## src/rtl/comparador_serial_nbits_if.sv

```systemverilog
// rtl/comparador_serial_nbits_if.sv - start/operand request and result bundle for the serial comparator
interface comparador_serial_nbits_if #(
    parameter int N = 8
);
    logic         start;
    logic [N-1:0] a;
    logic [N-1:0] b;
    logic         busy;
    logic         done;
    logic         maior;
    logic         menor;
    logic         igual;

    modport master (
        output start, a, b,
        input  busy, done, maior, menor, igual
    );

    modport slave (
        input  start, a, b,
        output busy, done, maior, menor, igual
    );
endinterface

```

## src/rtl/comparador_serial_nbits.sv

```systemverilog
// rtl/comparador_serial_nbits.sv - N-bit unsigned magnitude comparator using one 1-bit stage, MSB-first
module comparador_serial_nbits #(
    parameter int N = 8
) (
    input  logic                      clk,
    input  logic                      rst_n,
    comparador_serial_nbits_if.slave  bus
);
    localparam int CW = (N > 1) ? $clog2(N) : 1;
    localparam logic [CW-1:0] COUNT_INIT = CW'(N - 1);

    typedef enum logic [1:0] {
        IDLE    = 2'd0,
        COMPARA = 2'd1,
        FIM     = 2'd2
    } state_t;

    state_t        state;
    logic [N-1:0]  sa;
    logic [N-1:0]  sb;
    logic [CW-1:0] count;
    logic          busy_r;
    logic          done_r;
    logic          maior_r;
    logic          menor_r;
    logic          igual_r;

    logic bit_a;
    logic bit_b;

    assign bit_a = sa[N-1];
    assign bit_b = sb[N-1];

    always_ff @(posedge clk) begin
        if (!rst_n) begin
            state   <= IDLE;
            sa      <= '0;
            sb      <= '0;
            count   <= '0;
            busy_r  <= 1'b0;
            done_r  <= 1'b0;
            maior_r <= 1'b0;
            menor_r <= 1'b0;
            igual_r <= 1'b0;
        end else begin
            done_r <= 1'b0;
            case (state)
                IDLE: begin
                    if (bus.start) begin
                        sa      <= bus.a;
                        sb      <= bus.b;
                        count   <= COUNT_INIT;
                        maior_r <= 1'b0;
                        menor_r <= 1'b0;
                        igual_r <= 1'b0;
                        busy_r  <= 1'b1;
                        state   <= COMPARA;
                    end
                end
                COMPARA: begin
                    // First differing bit from the MSB decides; equal bits keep shifting.
                    if (bit_a && !bit_b) begin
                        maior_r <= 1'b1;
                        busy_r  <= 1'b0;
                        done_r  <= 1'b1;
                        state   <= FIM;
                    end else if (!bit_a && bit_b) begin
                        menor_r <= 1'b1;
                        busy_r  <= 1'b0;
                        done_r  <= 1'b1;
                        state   <= FIM;
                    end else if (count == '0) begin
                        igual_r <= 1'b1;
                        busy_r  <= 1'b0;
                        done_r  <= 1'b1;
                        state   <= FIM;
                    end else begin
                        sa    <= sa << 1;
                        sb    <= sb << 1;
                        count <= count - 1'b1;
                    end
                end
                FIM: begin
                    state <= IDLE;
                end
                default: begin
                    state  <= IDLE;
                    busy_r <= 1'b0;
                end
            endcase
        end
    end

    assign bus.busy  = busy_r;
    assign bus.done  = done_r;
    assign bus.maior = maior_r;
    assign bus.menor = menor_r;
    assign bus.igual = igual_r;
endmodule

```

## src/flat_wrapper.sv

```systemverilog
// flat-port wrapper written by rule: the top's interface ports become plain ports
module comparador_serial_nbits_flat 
#(
    parameter int N = 8
)
  (clk, rst_n, bus_start, bus_a, bus_b, bus_busy, bus_done, bus_maior, bus_menor, bus_igual);
  comparador_serial_nbits_if #(.N(N)) bus_i ();
  input  logic clk;
  input  logic rst_n;
  input wire logic [$bits(bus_i.start)-1:0] bus_start;
  input wire logic [$bits(bus_i.a)-1:0] bus_a;
  input wire logic [$bits(bus_i.b)-1:0] bus_b;
  output wire logic [$bits(bus_i.busy)-1:0] bus_busy;
  output wire logic [$bits(bus_i.done)-1:0] bus_done;
  output wire logic [$bits(bus_i.maior)-1:0] bus_maior;
  output wire logic [$bits(bus_i.menor)-1:0] bus_menor;
  output wire logic [$bits(bus_i.igual)-1:0] bus_igual;
  assign bus_i.start = bus_start;
  assign bus_i.a = bus_a;
  assign bus_i.b = bus_b;
  assign bus_busy = bus_i.busy;
  assign bus_done = bus_i.done;
  assign bus_maior = bus_i.maior;
  assign bus_menor = bus_i.menor;
  assign bus_igual = bus_i.igual;
  comparador_serial_nbits #(.N(N)) u_core (.clk(clk), .rst_n(rst_n), .bus(bus_i));
endmodule
```

## config.mk

```make
export PLATFORM = sky130hd
export DESIGN_NAME = comparador_serial_nbits_flat
export DESIGN_NICKNAME = d
export VERILOG_FILES = /design/src/rtl/comparador_serial_nbits_if.sv /design/src/rtl/comparador_serial_nbits.sv /design/src/flat_wrapper.sv
export SDC_FILE = /design/constraint.sdc
export NUM_CORES = 1
export LEC_CHECK = 0
export ABC_CLOCK_PERIOD_IN_PS = 2680
export CAP_MARGIN = 5
export CORE_MARGIN = 2
export CORE_UTILIZATION = 44
export CTS_BUF_LIST = sky130_fd_sc_hd__clkbuf_4 sky130_fd_sc_hd__clkbuf_8
export DETAILED_ROUTE_END_ITERATION = 7
export PLACE_DENSITY = 0.78
export REMOVE_ABC_BUFFERS = 1
export SYNTH_ARGS = -nofsm -noshare
export SYNTH_HDL_FRONTEND = slang
export SYNTH_SLANG_ARGS = --single-unit
```

## constraint.sdc

```tcl
create_clock -name clk -period 2.68 [get_ports clk]
set_input_delay 0.268 -clock clk [delete_from_list [all_inputs] [get_ports clk]]
set_output_delay 0.268 -clock clk [all_outputs]
set_load 0.1 [all_outputs]
```

==> impl_results.md, run 1 <==
- Total placed cells including tap cells: 189
- Total wire length: 2500 um
- Source of the worst hold timing path: u_core.sa[1]
- Synthesized area per cell: 9.05 um2
- Number of CTS-inserted buffers: 3
- Post-CTS Resized: 0
- Total count of hold-check failures in the final report: 0
- Post-detailed-route DRC marker count: 0
- Clock transition at the registers of the reported paths: 130 ps
- Crit path largest cell delay: 570 ps
- Dominant register cell in the synthesized netlist: sky130_fd_sc_hd__dfxtp_1
- Die width: 58.2 um
- Starting utilization of the core area: 46.5%
- Source-to-sink clock delay at the later pin of the worst-skew pair: 320 ps
- Final-layout setup total negative slack: 0 ps
- Leading cell type by number of instances after synthesis: sky130_fd_sc_hd__dfxtp_1
- CTS tree: built
- Clock buffer depth: 2
- Wire length per cell: 12.9 um
- Layout Area Growth over Synthesis: 19.7%
- CP max FO: 17
- First element of the critical path: u_core.count[0]
- Number of H-tree levels: 1
- Fin. max-slew vios: 0
- Layout cells sized above 1: 9.26%
- Total via count after detailed routing: 1041
- Clock Sinks: 26
- Area of all placed cells without fillers: 1550 um2
- Pint: 0.653 mW
- Die Span Y: 58.2 um
- Category of the critical setup timing path: reg2reg
- Number of register bits inferred by synthesis: 26
- Switch share: 32.0%
- Fill cell total of the finished layout: 260
- Largest net degree at the start of global routing: 19
- Part of the power in the clock network: 20.3%
- CTS Hold Bufs: 0
- Power consumption: 0.960 mW
- Pre-CTS setup slack: 325 ps
- Sequential share of power: 48.1%
- Max-Cap Viols: 0
- Final setup violation count: 0
- Final cell count without fillers: 193
- Cell area after synthesis: 1290 um2
- Detail-routed via count per cell: 5.39
- Number of nets with antenna violations after routing: 0
- Number of synthesized flops with an enable pin: 0
- Library cell appearing most often on the critical path: sky130_fd_sc_hd__ha_1
- Placement row count: 19
- End of the worst register-to-register path: u_core.sb[7]
- Static leakage: 0.617 nW
- Yosys cell types: 25
- Diodes inserted: 0
- Power per standard cell area: 620 nW/um2
- Run status: complete, no violations
- Largest clock skew in the final design: 2.37 ps
- Finished Core Util: 55.7%
- Worst IR drop on VDD: 0.399 mV
- Crit-path slowest cell: sky130_fd_sc_hd__or4b_4
- Total grt overflow: 0
- Main area contributors after synthesis: sky130_fd_sc_hd__dfxtp_1, sky130_fd_sc_hd__mux2i_1, sky130_fd_sc_hd__nand2b_1, sky130_fd_sc_hd__o211ai_1, sky130_fd_sc_hd__ha_1
- Endpoint class of the critical path: register
- Startpoint kind of the worst setup timing path: register
- Detailed-routing iteration count for the pre-antenna-repair pass: 4
- DIE AREA: 3390 um2
- Standard cell core area: 2780 um2
- Dominant cell type by area after synthesis: sky130_fd_sc_hd__dfxtp_1
- Transition time at the pin with the least slew margin: 755 ps
- Slack of the worst reg-to-reg path: 330 ps
- Worst Reg2Reg Path Length in Cells: 6
- Nets: 187
- Async set-reset flop share out of synthesis: 0%
- Initial antenna violation count: 0
- Yosys warning total: 0
- Post-synthesis sequential area ratio: 40.2%
- Switch Pwr: 0.307 mW
- Placer congestion estimate: 0.800
- Terminating pin of the worst hold path: u_core.sa[1]
- Post-Route Hold Slack: 466 ps
- Fraction of synthesized cell area taken by the top area cell type: 40.2%
- Synth top cells by count: sky130_fd_sc_hd__dfxtp_1, sky130_fd_sc_hd__nand2_1, sky130_fd_sc_hd__nand2b_1, sky130_fd_sc_hd__mux2i_1, sky130_fd_sc_hd__o211ai_1
- Sequential cell area in the final layout: 520 um2
- WHS Path Cells: 2
- Via count of the first global-routing pass: 978
- Top-level I/O count: 24
- Input/output buffers: 23
- Unrepaired setup endpoints after global routing: no
- Fin crit period: 2350 ps
- Data required time at the worst endpoint: 2920 ps
- Hold Path Class: reg2reg
- Tightest slew margin relative to the limit: 49.7%
- Overall Global Routing Usage: 16.3%
- Fmax: 426 MHz
- Final worst setup slack: 333 ps
- Detailed Route Iter0 Violations: 27
- Arrival @ worst endpoint: 2590 ps
- Root buf cell: sky130_fd_sc_hd__clkbuf_4
- Cell-by-cell trace of the critical path: inv_1, ha_1, ha_1, or4b_4, a21o_1, a211oi_1
- Cells after Synth: 143
- Combinational power share: 31.5%
- Half-perimeter wire length after detailed placement: 1810 um
- Post-place instance area: 1510 um2
- Launch point of the worst reg-to-reg path: u_core.count[0]
- Count of buffers added by post-CTS timing repair for setup: 0
- Footprint of the multi-input gates: 691 um2
- Crit share post-route: 87.6%
- Global-route wire length before repair: 4200 um
## layout make-up
| class | instances | share of cell area [%] |
|---|---|---|
| multi-input combinational | 100 | 44.6 |
| sequential | 26 | 33.6 |
| timing repair buffer | 26 | 15.5 |
| tap | 31 | 2.50 |
| clock buffer | 4 | 2.34 |
| inverter | 6 | 1.45 |
## power groups by stage
stage | Clock, mW | Combinational (mW) | Sequential (mW)
after floorplan | 0 | 0.170 | 0.514
after global placement | 0 | 0.296 | 0.469
after detailed placement | 0 | 0.305 | 0.471
after CTS | 0.205 | 0.307 | 0.462
after global routing | 0.215 | 0.334 | 0.468
final | 0.195 | 0.303 | 0.462
## how the worst max path moves through the flow
stage	to	cells past startpoint
2_1_floorplan	u_core.sa[7]	3
3_3_place_gp	u_core.sb[7]	6
3_5_place_dp	u_core.sb[7]	6
4_1_cts	u_core.sb[7]	6
5_1_grt	u_core.sb[7]	6
6_report	u_core.sb[7]	6
## worst max-delay path: cells and delay by family, from the launching register on
family	cells	cell delay (ps)
AND/OR/NAND/NOR	1	570
AO/OA/AOI/OAI	2	820
flip-flops	1	350
adder cells (fa/ha/maj)	2	460
buffers and inverters	1	60
## per-layer routing
layer	track usage [%]	vias up	wire length (um)	part of all wire (%)
met4	6.98	0	52	2.1
li1	-	544	-	-
met2	28.2	15	1190	48
met3	2.01	5	78	3.1
met1	20.2	477	1180	47
met5	0	-	0	0
## flip-flops by register name, summed over array words and instances, names as in the netlist
name / count
u_core.bus.done: 1
u_core.bus.busy: 1
u_core.bus.igual: 1
u_core.count: 3
u_core.sa: 8
u_core.bus.menor: 1
u_core.bus.maior: 1
u_core.sb: 8
u_core.state: 2
## cells in the final DEF (no fill, tap or decap), types with 3 or more instances in the layout
master                             n
sky130_fd_sc_hd__nor3_1            3
sky130_fd_sc_hd__ha_1              5
sky130_fd_sc_hd__nand2b_1         15
sky130_fd_sc_hd__clkdlybuf4s50_1  18
sky130_fd_sc_hd__o211ai_1         12
sky130_fd_sc_hd__clkbuf_4          3
sky130_fd_sc_hd__a31oi_1           4
sky130_fd_sc_hd__buf_4             8
sky130_fd_sc_hd__a21boi_1          3
sky130_fd_sc_hd__nor2b_1           3
sky130_fd_sc_hd__dfxtp_1          26
sky130_fd_sc_hd__nor2_1            4
sky130_fd_sc_hd__a211oi_1          5
sky130_fd_sc_hd__nand2_1          15
sky130_fd_sc_hd__inv_1             6
sky130_fd_sc_hd__a21oi_1           5
sky130_fd_sc_hd__mux2i_1          12
## cell families (layout without fill, tap and decap cells)
family / Yosys count / after routing / synth area share, %
AO/OA/AOI/OAI: 35 / 35 / 18.6
flip-flops: 26 / 26 / 40.2
AND/OR/NAND/NOR: 46 / 46 / 19.0
multiplexers: 14 / 14 / 11.0
buffers and inverters: 17 / 36 / 6.38
adder cells (fa/ha/maj): 5 / 5 / 4.84
Power figures use the tool's default switching activity.
==> run 2: changes to the inputs <==
Settings changed: CORE_UTILIZATION 44 to 40, PLACE_DENSITY 0.78 to 0.73.
==> run 2 against run 1 <==
Register-to-register slack barely moved. Design area fell by 0.32%. Die area grew 9.3%. Worst setup slack worse by 12 ps. Sequential power rose by 2%. Power is 3.2% lower. Maximum frequency down 0.49%. Largest cell class unchanged.
==> impl_results.md, run 2 (synthesis gave the netlist of run 1 again) <==
- Startpoint kind of the worst setup timing path: register
- Global-route wire length before repair: 4220 um
- Pint: 0.620 mW
- Detail-routed via count per cell: 5.18
- Placer congestion estimate: 0.869
- Fin crit period: 2360 ps
- Crit-path slowest cell: sky130_fd_sc_hd__or4b_4
- Nets: 186
- Clock buffer depth: 2
- DIE AREA: 3710 um2
- Count of buffers added by post-CTS timing repair for setup: 0
- Terminating pin of the worst hold path: u_core.sa[5]
- Source of the worst hold timing path: u_core.sa[5]
- Post-CTS Resized: 0
- Initial antenna violation count: 0
- Via count of the first global-routing pass: 969
- Area of all placed cells without fillers: 1540 um2
- Final worst setup slack: 321 ps
- Post-place instance area: 1520 um2
- Pre-CTS setup slack: 402 ps
- Layout Area Growth over Synthesis: 19.3%
- Switch Pwr: 0.309 mW
- Tightest slew margin relative to the limit: 48.0%
- Run status: complete, no violations
- Largest clock skew in the final design: 1.87 ps
- Max-Cap Viols: 0
- Diodes inserted: 0
- Overall Global Routing Usage: 15.5%
- Number of H-tree levels: 1
- Fill cell total of the finished layout: 292
- Number of nets with antenna violations after routing: 0
- Leading cell types in the layout, fill and taps excluded: sky130_fd_sc_hd__dfxtp_1, sky130_fd_sc_hd__clkdlybuf4s50_1, sky130_fd_sc_hd__nand2b_1, sky130_fd_sc_hd__nand2_1
- Die Span Y: 60.9 um
- Final-layout setup total negative slack: 0 ps
- Top-level I/O count: 24
- Die width: 60.9 um
- Switch share: 33.3%
- Total grt overflow: 0
- Worst IR drop on VDD: 0.188 mV
- Crit path largest cell delay: 570 ps
- Arrival @ worst endpoint: 2590 ps
- CTS Hold Bufs: 0
- Half-perimeter wire length after detailed placement: 1840 um
- Number of CTS-inserted buffers: 3
- Number of buffers and inverters on the critical path: 1
- Worst Reg2Reg Path Length in Cells: 6
- Cell-by-cell trace of the critical path: inv_1, ha_1, ha_1, or4b_4, a21o_1, a211oi_1
- Launch point of the worst reg-to-reg path: u_core.count[0]
- Power per standard cell area: 602 nW/um2
- Crit share post-route: 88.0%
- Static leakage: 0.605 nW
- Standard cell core area: 3050 um2
- Input/output buffers: 23
- Data required time at the worst endpoint: 2910 ps
- Root buf cell: sky130_fd_sc_hd__clkbuf_4
- Endpoint class of the critical path: register
- Fmax: 424 MHz
- Largest net degree at the start of global routing: 28
- Layout cells sized above 1: 8.13%
- Hold Path Class: reg2reg
- Most frequent standard cell in the layout excluding fill and tap cells: sky130_fd_sc_hd__dfxtp_1
- Transition time at the pin with the least slew margin: 780 ps
- Largest delay share family, worst path: compound AO/OA/AOI/OAI gates
- CP max FO: 17
- End of the worst register-to-register path: u_core.sa[7]
- Fin. max-slew vios: 0
- CTS tree: built
- Source-to-sink clock delay at the later pin of the worst-skew pair: 320 ps
- Detailed Route Iter0 Violations: 30
- Combinational power share: 31.7%
- Starting utilization of the core area: 42.4%
- Detailed-routing iteration count for the pre-antenna-repair pass: 4
- Slack of the worst reg-to-reg path: 320 ps
- Final setup violation count: 0
- Clock Sinks: 26
- Post-detailed-route DRC marker count: 0
- Critical Path Stages: 6
- Total wire length: 2570 um
- Unrepaired setup endpoints after global routing: no
- Part of the power in the clock network: 17.8%
- Total via count after detailed routing: 1056
- Placement row count: 20
- Total count of hold-check failures in the final report: 0
- WHS Path Cells: 2
- Sequential share of power: 50.4%
- Category of the critical setup timing path: reg2reg
- Clock transition at the registers of the reported paths: 130 ps
- Library cell appearing most often on the critical path: sky130_fd_sc_hd__ha_1
- Wire length per cell: 12.6 um
- Largest registers: u_core.sa x8, u_core.sb x8, u_core.count x3
- Finished Core Util: 50.6%
## run 2: worst max-delay path by stage
stage,from,to,slack [ps]
final,u_core.count[0],u_core.sa[7],320
after CTS,u_core.count[0],u_core.sa[7],340
after global routing,u_core.count[0],u_core.sa[7],240
after detailed placement,u_core.count[0],u_core.sa[7],400
after floorplan,u_core.state[0],u_core.sa[7],550
after global placement,u_core.count[0],u_core.sb[7],490
## run 2: worst register-to-register path: cells and delay by family, from the launching register on
kind,cells,cell delay (ps)
flops,1,350
compound gates,2,860
fa+ha+maj,2,430
simple gates,1,570
buf+inv,1,60
## run 2: stage by stage
step | power (mW) | instances | hold WS (ps)
6_report | 0.929 | 204 | 466
5_1_grt | 0.981 | 204 | 488
4_1_cts | 0.934 | 204 | 471
3_5_place_dp | 0.772 | 201 | 453
3_3_place_gp | 0.760 | 201 | 442
2_1_floorplan | 0.684 | 132 | 405
## run 2: power groups by stage
stage | clock, mW | sequential (mW) | combinational [mW]
final | 0.166 | 0.469 | 0.295
after global routing | 0.182 | 0.475 | 0.323
after CTS | 0.170 | 0.468 | 0.296
after detailed placement | 0 | 0.477 | 0.295
after global placement | 0 | 0.475 | 0.285
after floorplan | 0 | 0.514 | 0.170
## run 2: layout make-up
type	instances	area [um2]	area share (%)
sequential	26	520	33.7
clock buffer	3	22.5	1.46
timing repair buffer	25	233	15.1
tap	44	55.1	3.57
multi-input combinational	100	691	44.7
inverter	6	22.5	1.46
## run 2: per-layer routing
layer / track usage (%) / part of all wire [%] / vias up
met3: 2.13 / 4.6 / 4
met5: 0 / 0 / -
met4: 9.63 / 2.5 / 0
met1: 19.2 / 46 / 486
met2: 25.5 / 47 / 27
li1: - / - / 539
==> run 3: changes to the inputs <==
Settings changed: CORE_MARGIN 2 to 4.
==> run 3 against run 2 <==
Clock skew rose by 8.6 ps. Hold slack better by 2.6 ps. Largest cell class unchanged. Maximum frequency down 0.33%. Combinational power rose by 4%. Sequential power down 1%. Clock power up 64%. Cell count up 0.98%. Largest power group unchanged. Critical path type unchanged. Critical endpoint is now u_core.sb[7]. Via count rose by 0.19%. Sequential share of layout area down 0.80 points. Count of clock-buffer cells in the layout stayed put. Power up 12%. Die area rose by 14%.
==> impl_results.md, run 3 (synthesis gave the netlist of run 1 again) <==
- Half-perimeter wire length after detailed placement: 1920 um
- Source of the worst hold timing path: u_core.sb[3]
- Largest net degree at the start of global routing: 20
- WHS Path Cells: 2
- Diodes inserted: 0
- Most frequent standard cell in the layout excluding fill and tap cells: sky130_fd_sc_hd__dfxtp_1
- Crit-path slowest cell: sky130_fd_sc_hd__or4b_4
- Crit path largest cell delay: 580 ps
- Fmax: 423 MHz
- Number of H-tree levels: 1
- Endpoint class of the critical path: register
- Clock buffer depth: 2
- Number of CTS-inserted buffers: 3
- Max-Cap Viols: 0
- Cell-by-cell trace of the critical path: inv_1, ha_1, ha_1, or4b_4, a21o_1, a211oi_1
- Unrepaired setup endpoints after global routing: no
- Hold Path Class: reg2reg
- Detail-routed via count per cell: 5.14
- Placement row count: 20
- End of the worst register-to-register path: u_core.sb[7]
- Top-level I/O count: 24
- Fill cell total of the finished layout: 290
- Root buf cell: sky130_fd_sc_hd__clkbuf_4
- Post-place instance area: 1530 um2
- Terminating pin of the worst hold path: u_core.sb[3]
- Tightest slew margin relative to the limit: 46.5%
- Static leakage: 0.624 nW
- Data required time at the worst endpoint: 2920 ps
- Arrival @ worst endpoint: 2610 ps
- Power consumption: 1.04 mW
- Total wire length: 2670 um
- Input/output buffers: 23
- DIE AREA: 4210 um2
- Initial antenna violation count: 0
- Starting utilization of the core area: 42.0%
- CTS tree: built
- Largest registers: u_core.sa x8, u_core.sb x8, u_core.count x3
- Global-route wire length before repair: 4800 um
- Library cell appearing most often on the critical path: sky130_fd_sc_hd__ha_1
- Transition time at the pin with the least slew margin: 803 ps
- Placer congestion estimate: 0.865
- Startpoint kind of the worst setup timing path: register
- Final-layout setup total negative slack: 0 ps
- Largest clock skew in the final design: 10.5 ps
- Overall Global Routing Usage: 14.1%
- Die Span Y: 64.9 um
- Worst Reg2Reg Path Length in Cells: 6
- Via count of the first global-routing pass: 1122
- CTS Hold Bufs: 0
- Final setup violation count: 0
- Post-CTS Resized: 0
- Number of buffers and inverters on the critical path: 1
- Run status: complete, no violations
- Count of buffers added by post-CTS timing repair for setup: 0
- Category of the critical setup timing path: reg2reg
- Fin. max-slew vios: 0
- Layout cells sized above 1: 9.26%
- Worst IR drop on VDD: 0.334 mV
- Crit share post-route: 88.3%
- Area of all placed cells without fillers: 1580 um2
- Layout Area Growth over Synthesis: 22.2%
- Total count of hold-check failures in the final report: 0
- Fin crit period: 2370 ps
- Slack of the worst reg-to-reg path: 310 ps
- Nets: 187
- Clock transition at the registers of the reported paths: 150 ps
- Detailed-routing iteration count for the pre-antenna-repair pass: 4
- Total grt overflow: 0
- CP max FO: 17
- Die width: 64.9 um
- Power per standard cell area: 661 nW/um2
- Largest delay share family, worst path: compound AO/OA/AOI/OAI gates
- Number of nets with antenna violations after routing: 0
- Detailed Route Iter0 Violations: 28
- Leading cell types in the layout, fill and taps excluded: sky130_fd_sc_hd__dfxtp_1, sky130_fd_sc_hd__clkdlybuf4s50_1, sky130_fd_sc_hd__nand2b_1, sky130_fd_sc_hd__nand2_1
- Clock Sinks: 26
- Post-detailed-route DRC marker count: 0
- Standard cell core area: 3080 um2
- Source-to-sink clock delay at the later pin of the worst-skew pair: 330 ps
- Launch point of the worst reg-to-reg path: u_core.count[0]
- Wire length per cell: 12.9 um
- Total via count after detailed routing: 1058
-- run 3: routing by layer --
metal  vias up  routed length, um  GRT usage (%)
met4         0                 19           3.96
met2        18               1300           24.3
met1       497               1260           17.6
li1        541                  -              -
met3         2                 86           3.12
met5         -                  0              0
-- run 3: where the power goes --
part | switching [mW] | internal (mW) | leakage, nW | total (mW)
Clock | 0.122 | 0.151 | 0.0279 | 0.273
Sequential | 0.0268 | 0.436 | 0.214 | 0.463
Combinational | 0.174 | 0.135 | 0.382 | 0.308
Total | 0.323 | 0.722 | 0.624 | 1.04
-- run 3: final cells by class --
cell class / instances / area, um2 / area share (%)
clock buffers: 3 / 22.5 / 1.42
well taps: 44 / 55.1 / 3.48
clock inverters: 1 / 30.0 / 1.90
flip-flops and latches: 26 / 520 / 32.9
inverters: 6 / 22.5 / 1.42
repair buffers: 26 / 240 / 15.2
multi-input cells: 100 / 691 / 43.7
-- run 3: tightest hold or removal path: cells and delay by family (launching register included) --
family        cells  cell delay (ps)
simple gates      1               50
mux               1               50
flops             1              340
-- run 3: worst max path at each step --
stage                   endpoint  slack, ps  depth (start not counted)            start
detailed placement  u_core.sb[7]        380                          6  u_core.count[0]
global route        u_core.sb[7]        140                          6  u_core.count[0]
floorplan           u_core.sa[7]        550                          3  u_core.state[0]
CTS                 u_core.sb[7]        320                          6  u_core.count[0]
global placement    u_core.sb[7]        480                          6  u_core.count[0]
finish              u_core.sb[7]        310                          6  u_core.count[0]
-- run 3: metrics by stage --
stage               hold WS (ps)  cells  setup slack [ps]  utilization, %
global placement             441    202               482            49.7
detailed placement           448    202               379            49.7
CTS                          468    206               316            51.4
floorplan                    405    132               547               -
finish                       469    206               313            51.4
global route                 500    206               142            51.4
